[src/rtl/pacote_controle.sv]
// Shared types and constants for the multicycle RV32I main controller:
// FSM states, opcodes, datapath select encodings and ALU operation classes.
package pacote_controle;

    typedef enum logic [3:0] {
        StInicio,
        StBusca,
        StDecodifica,
        StEndMem,
        StLeMem,
        StEscreveRegMem,
        StEscreveMem,
        StExecR,
        StExecI,
        StUlaWb,
        StBeq,
        StJal,
        StErro
    } estado_t;

    localparam logic [6:0] LW     = 7'b0000011;
    localparam logic [6:0] SW     = 7'b0100011;
    localparam logic [6:0] TIPO_R = 7'b0110011;
    localparam logic [6:0] TIPO_I = 7'b0010011;
    localparam logic [6:0] BEQ    = 7'b1100011;
    localparam logic [6:0] JAL    = 7'b1101111;

    localparam logic [1:0] ORIG_A_PC        = 2'b00;
    localparam logic [1:0] ORIG_A_PC_ANTIGO = 2'b01;
    localparam logic [1:0] ORIG_A_REG_A     = 2'b10;

    localparam logic [1:0] ORIG_B_REG_B  = 2'b00;
    localparam logic [1:0] ORIG_B_IMM    = 2'b01;
    localparam logic [1:0] ORIG_B_QUATRO = 2'b10;

    localparam logic [1:0] RES_ALU_OUT   = 2'b00;
    localparam logic [1:0] RES_DADOS_MEM = 2'b01;
    localparam logic [1:0] RES_ULA       = 2'b10;

    localparam logic [1:0] ULA_SOMA  = 2'b00;
    localparam logic [1:0] ULA_SUB   = 2'b01;
    localparam logic [1:0] ULA_FUNCT = 2'b10;

    // Execute-stage successor of DECODIFICA; unknown opcodes trap in ERRO.
    function automatic estado_t proximo_decodifica(input logic [6:0] opcode);
        unique case (opcode)
            LW, SW:  return StEndMem;
            TIPO_R:  return StExecR;
            TIPO_I:  return StExecI;
            BEQ:     return StBeq;
            JAL:     return StJal;
            default: return StErro;
        endcase
    endfunction

endpackage

[src/rtl/saidas_controle.sv]
// Combinational output decoder: strobes and datapath selects from the current
// state; only the fetch/memory handshake and the beq PC write depend on inputs.
module saidas_controle
    import pacote_controle::*;
(
    input  logic [3:0] estado_i,
    input  logic       mem_pronto_i,
    input  logic       zero_i,
    output logic       mem_req_o,
    output logic       origem_end_o,
    output logic       escreve_mem_o,
    output logic       escreve_ir_o,
    output logic       escreve_pc_o,
    output logic       escreve_reg_o,
    output logic [1:0] origem_a_o,
    output logic [1:0] origem_b_o,
    output logic [1:0] origem_resultado_o,
    output logic [1:0] operacao_ula_o
);

    always_comb begin
        mem_req_o          = 1'b0;
        origem_end_o       = 1'b0;
        escreve_mem_o      = 1'b0;
        escreve_ir_o       = 1'b0;
        escreve_pc_o       = 1'b0;
        escreve_reg_o      = 1'b0;
        origem_a_o         = ORIG_A_PC;
        origem_b_o         = ORIG_B_REG_B;
        origem_resultado_o = RES_ALU_OUT;
        operacao_ula_o     = ULA_SOMA;

        unique case (estado_t'(estado_i))
            StBusca: begin
                mem_req_o          = 1'b1;
                origem_a_o         = ORIG_A_PC;
                origem_b_o         = ORIG_B_QUATRO;
                operacao_ula_o     = ULA_SOMA;
                origem_resultado_o = RES_ULA;
                escreve_ir_o       = mem_pronto_i;
                escreve_pc_o       = mem_pronto_i;
            end
            StDecodifica: begin
                origem_a_o     = ORIG_A_PC_ANTIGO;
                origem_b_o     = ORIG_B_IMM;
                operacao_ula_o = ULA_SOMA;
            end
            StEndMem: begin
                origem_a_o     = ORIG_A_REG_A;
                origem_b_o     = ORIG_B_IMM;
                operacao_ula_o = ULA_SOMA;
            end
            StLeMem: begin
                mem_req_o    = 1'b1;
                origem_end_o = 1'b1;
            end
            StEscreveRegMem: begin
                origem_resultado_o = RES_DADOS_MEM;
                escreve_reg_o      = 1'b1;
            end
            // Write strobe held through the wait; memory commits on mem_pronto.
            StEscreveMem: begin
                mem_req_o     = 1'b1;
                origem_end_o  = 1'b1;
                escreve_mem_o = 1'b1;
            end
            StExecR: begin
                origem_a_o     = ORIG_A_REG_A;
                origem_b_o     = ORIG_B_REG_B;
                operacao_ula_o = ULA_FUNCT;
            end
            StExecI: begin
                origem_a_o     = ORIG_A_REG_A;
                origem_b_o     = ORIG_B_IMM;
                operacao_ula_o = ULA_FUNCT;
            end
            StUlaWb: begin
                origem_resultado_o = RES_ALU_OUT;
                escreve_reg_o      = 1'b1;
            end
            StBeq: begin
                origem_a_o         = ORIG_A_REG_A;
                origem_b_o         = ORIG_B_REG_B;
                operacao_ula_o     = ULA_SUB;
                origem_resultado_o = RES_ALU_OUT;
                escreve_pc_o       = zero_i;
            end
            // PC takes the target from ALUOut while the ALU forms PCantigo + 4.
            StJal: begin
                origem_a_o         = ORIG_A_PC_ANTIGO;
                origem_b_o         = ORIG_B_QUATRO;
                operacao_ula_o     = ULA_SOMA;
                origem_resultado_o = RES_ALU_OUT;
                escreve_pc_o       = 1'b1;
            end
            default: ;
        endcase
    end

endmodule

[src/rtl/unidade_controle_multiciclo.sv]
// Multicycle RV32I main controller: state register, next-state logic,
// retired-instruction counter and sticky illegal-opcode flag.
module unidade_controle_multiciclo
    import pacote_controle::*;
(
    input  logic        clk,
    input  logic        rst_n,
    input  logic [6:0]  opcode,
    input  logic        zero,
    input  logic        mem_pronto,
    output logic        mem_req,
    output logic        OrigemEnd,
    output logic        EscreveMem,
    output logic        EscreveIR,
    output logic        EscrevePC,
    output logic        EscreveReg,
    output logic [1:0]  OrigemA,
    output logic [1:0]  OrigemB,
    output logic [1:0]  OrigemResultado,
    output logic [1:0]  OperacaoULA,
    output logic        erro_instr,
    output logic [31:0] instr_concluidas
);

    estado_t     estado_q, estado_d;
    logic        erro_q;
    logic [31:0] instr_concluidas_q;
    logic        retira;
    logic        entra_erro;

    always_comb begin
        estado_d = estado_q;
        unique case (estado_q)
            StInicio:        estado_d = StBusca;
            StBusca:         estado_d = mem_pronto ? StDecodifica : StBusca;
            StDecodifica:    estado_d = proximo_decodifica(opcode);
            StEndMem:        estado_d = (opcode == LW) ? StLeMem : StEscreveMem;
            StLeMem:         estado_d = mem_pronto ? StEscreveRegMem : StLeMem;
            StEscreveRegMem: estado_d = StBusca;
            StEscreveMem:    estado_d = mem_pronto ? StBusca : StEscreveMem;
            StExecR:         estado_d = StUlaWb;
            StExecI:         estado_d = StUlaWb;
            StUlaWb:         estado_d = StBusca;
            StBeq:           estado_d = StBusca;
            StJal:           estado_d = StUlaWb;
            StErro:          estado_d = StErro;
            default:         estado_d = StInicio;
        endcase
    end

    // Every retiring path ends in exactly one of these transitions into BUSCA.
    assign retira = (estado_q == StEscreveRegMem)
                  | ((estado_q == StEscreveMem) & mem_pronto)
                  | (estado_q == StUlaWb)
                  | (estado_q == StBeq);

    assign entra_erro = (estado_q == StDecodifica) & (estado_d == StErro);

    always_ff @(posedge clk or negedge rst_n) begin
        if (!rst_n) begin
            estado_q           <= StInicio;
            erro_q             <= 1'b0;
            instr_concluidas_q <= 32'd0;
        end else begin
            estado_q <= estado_d;
            if (entra_erro) begin
                erro_q <= 1'b1;
            end
            if (retira) begin
                instr_concluidas_q <= instr_concluidas_q + 32'd1;
            end
        end
    end

    saidas_controle u_saidas (
        .estado_i           (estado_q),
        .mem_pronto_i       (mem_pronto),
        .zero_i             (zero),
        .mem_req_o          (mem_req),
        .origem_end_o       (OrigemEnd),
        .escreve_mem_o      (EscreveMem),
        .escreve_ir_o       (EscreveIR),
        .escreve_pc_o       (EscrevePC),
        .escreve_reg_o      (EscreveReg),
        .origem_a_o         (OrigemA),
        .origem_b_o         (OrigemB),
        .origem_resultado_o (OrigemResultado),
        .operacao_ula_o     (OperacaoULA)
    );

    assign erro_instr       = erro_q;
    assign instr_concluidas = instr_concluidas_q;

endmodule

[config.mk]
export PLATFORM = sky130hd
export DESIGN_NAME = unidade_controle_multiciclo
export DESIGN_NICKNAME = d
export VERILOG_FILES = /design/src/rtl/pacote_controle.sv /design/src/rtl/saidas_controle.sv /design/src/rtl/unidade_controle_multiciclo.sv
export SDC_FILE = /design/constraint.sdc
export NUM_CORES = 1
export LEC_CHECK = 0
export ABC_AREA = 0
export ABC_CLOCK_PERIOD_IN_PS = 3200
export BUFFER_PORTS_ARGS = -buffer_cell sky130_fd_sc_hd__buf_2
export CAP_MARGIN = 20
export CORE_UTILIZATION = 30
export CTS_BUF_LIST = sky130_fd_sc_hd__clkbuf_4 sky130_fd_sc_hd__clkbuf_8
export DETAILED_ROUTE_END_ITERATION = 7
export PLACE_DENSITY = 0.56
export SLEW_MARGIN = 20
export SYNTH_ARGS = -nofsm -noshare
export SYNTH_HDL_FRONTEND = slang
export SYNTH_HIERARCHICAL = 1
export SYNTH_SLANG_ARGS = --single-unit
[constraint.sdc]
create_clock -name clk -period 3.2 [get_ports clk]
set_input_delay 0.48 -clock clk [delete_from_list [all_inputs] [get_ports clk]]
set_output_delay 0.48 -clock clk [all_outputs]
set_load 0.1 [all_outputs]
==> flow_summary.ini <==
[sta]
setup_viol = 0
layout_worst_path_cycle_share = 0.797
finalSetupTns_ps = 0
timing_hold_violations_final = 0
tightestPinTransition_ps = 829
finClkSkew_ps = 3.27
period_minus_slack_ps = 2550
finalMaxSlewViolations = 0
slew_headroom = 0.447
worst_slack_ps = 649
achievable-frequency_mhz = 392
grt_setup_unrepaired = false

[die]
die_area_mm2 = 0.00730
die_w_um = 85.4
rows = 30
top_level_ports = 58
initial_utilization = 0.309
fp.dieH_um = 85.4
placeableCoreArea_mm2 = 0.00676

[run]
drv_cap = 0

[yosys]
netlist_area_mm2 = 0.00209
synth_cell_types = 46
synthTopCellsByArea = sky130_fd_sc_hd__dfrtp_1, sky130_fd_sc_hd__xor2_1, sky130_fd_sc_hd__xnor2_1
synth_seq_area_share = 0.443
synth_enable_flop_cells = 0
async_reset_ff_frac = 1.00
synth_top_area_frac = 0.443
synthFlopType = sky130_fd_sc_hd__dfrtp_1
syn-mean-instance-area_um2 = 9.85
count_of_synthesis_stage_warnings_from_yosys = 6
synth_area_leader_cell = sky130_fd_sc_hd__dfrtp_1
synth.ff_latch_count = 37
postSynthCellCount = 212
mappedNetlistNets = 224

[placement]
post-place-ws_ps = 959
gp_congestion = 0.779
port-buffer-count = 57
place.detailed.hpwl_um = 3260
dpl_cell_area_mm2 = 0.00248
numPlacedInstances = 343

[clock_network]
post_cts_buffers = 0
insertion_delay_ps = 280
hold_fix_buffers_at_cts = 0
ctsRootBufferMaster = sky130_fd_sc_hd__clkbuf_8
ctsHtreeMaxLevel = 2
cts_tree = built
cts_inserted_buffers = 5
post_cts_resize_count = 0
cts.sink_count = 37
max-clock-path-buffers = 2
worst_setup_hold_path_clk_slew_ps = 70

[detailed_routing]
ant_nets = 0
first_iter_violations = 89
dr.pass1.iters = 4
detail_route.vias_per_cell = 4.96
avgRoutedWirePerCell_um = 12.7
routed_wl_um = 4440
via_count = 1737
drc = 0

[global_route]
vias_in_the_first_global_route = 1625
grt_pass1_wl_um = 7510
total_grt_usage = 0.128
grt_antenna_before_repair = 0
grt-ovfl-total = 0
grt_start_max_net_pins = 38

[critical_path]
critPathCaptureType = output port
crit_fanout = 23
critical_path.slowest_cell = sky130_fd_sc_hd__dfrtp_1
crit_path_max_incr_delay_ps = 790
arrival_ps = 2070
criticalPathCategory = flip-flop to output port
crit_required_ps = 2720
crit_path_start = estado_q[0]
critical-path-top-delay-family = flip-flops
timing.critical_path.buf_inv = 1
worst_r2r_startpoint = estado_q[2]
worst_setup_path_start_kind = flip-flop
crit_path_cell_trace = or3b_1 > a21oi_1 > buf_2

[cells_and_area]
layout-area-overhead-vs-synth_pct = 23.0
fin_cells = 350
number_of_antenna_repair_diodes = 0
final_layout_size_suffix_gt1_frac = 0.311
design.final.nets = 282
final_design_area_no_fill_mm2 = 0.00257
mostFrequentLayoutCell = sky130_fd_sc_hd__buf_2
most-common-layout-cells = sky130_fd_sc_hd__buf_2, sky130_fd_sc_hd__dfrtp_1, sky130_fd_sc_hd__nor2_1
num-fill-cells = 704

[min_path]
worstHoldPathType = primary input to asynchronous set/reset pin

[power]
vdd.ir_drop.worst_mv = 0.550
power.density_mw_per_mm2 = 973
total_leakage_power_nw = 1.25

[status]
result_of_the_run = complete, no violations
-- layout make-up --
| cell class | instances | area, um2 | share of cell area |
|---|---|---|---|
| multi-input cells | 162 | 1140 | 0.444 |
| flip-flops and latches | 37 | 926 | 0.360 |
| repair buffers | 57 | 285 | 0.111 |
| well taps | 80 | 100 | 0.0390 |
| clock buffers | 7 | 90.1 | 0.0351 |
| inverters | 7 | 26.3 | 0.0102 |
-- cells in the mapped netlist, drive strengths merged (3+ instances only) --
| library cell | instances |
|---|---|
| xor2 | 19 |
| and3 | 3 |
| nand3 | 13 |
| nand2 | 15 |
| buf | 4 |
| nor3 | 11 |
| inv | 7 |
| o211ai | 3 |
| nor3b | 5 |
| nand2b | 7 |
| dfrtp | 37 |
| nor2 | 23 |
| a21oi | 7 |
| nand4 | 9 |
| xnor2 | 16 |
| o21ai | 3 |
-- sequential cells by signal (all words and copies together) (netlist names) --
register	count
erro_instr	1
estado_q	4
instr_concluidas	32
-- power breakdown --
part / leakage, nW / total [mW] / switching, mW / internal, mW
sequential: 0.474 / 0.703 / 0.176 / 0.527
combinational: 0.730 / 1.47 / 1.15 / 0.316
clock: 0.0477 / 0.330 / 0.150 / 0.179
total: 1.25 / 2.50 / 1.48 / 1.02
-- worst paths after layout --
kind	to	slack, ps	cells after the start
hold reg to reg	instr_concluidas[31]	460	1
setup / recovery	mem_req	650	3
setup reg to reg	instr_concluidas[8]	1050	5
max in group asynchronous	instr_concluidas[14]	2390	1
hold / removal	instr_concluidas[29]	290	1
min in group clk	instr_concluidas[31]	460	1
-- stage by stage --
step / total power [mW] / util / hold slack (ps)
after global routing: 2.63 / 0.380 / 364
after global placement: 2.18 / 0.367 / 454
final: 2.50 / 0.380 / 294
after floorplan: 1.98 / - / 184
after detailed placement: 2.19 / 0.367 / 455
after CTS: 2.53 / 0.380 / 331
-- kinds of logic (layout without fill, tap and decap cells) --
logic type | after synthesis | in the layout | synth area share
AND/OR/NAND/NOR | 102 | 102 | 0.280
flip-flops | 37 | 37 | 0.443
XOR/XNOR | 35 | 35 | 0.154
AO/OA/AOI/OAI | 24 | 24 | 0.0875
buffers and inverters | 13 | 71 | 0.0288
adder cells (fa/ha/maj) | 1 | 1 | 0.00599
-- metal layers --
metal  up-vias  track usage  share of wire
met4         0       0.0409          0.011
met3         7       0.0331          0.038
met2        30        0.199           0.46
met5         -            0              0
met1       846        0.173           0.49
li1        854            -              -
Note: power is estimated with default switching activity, not from simulation.
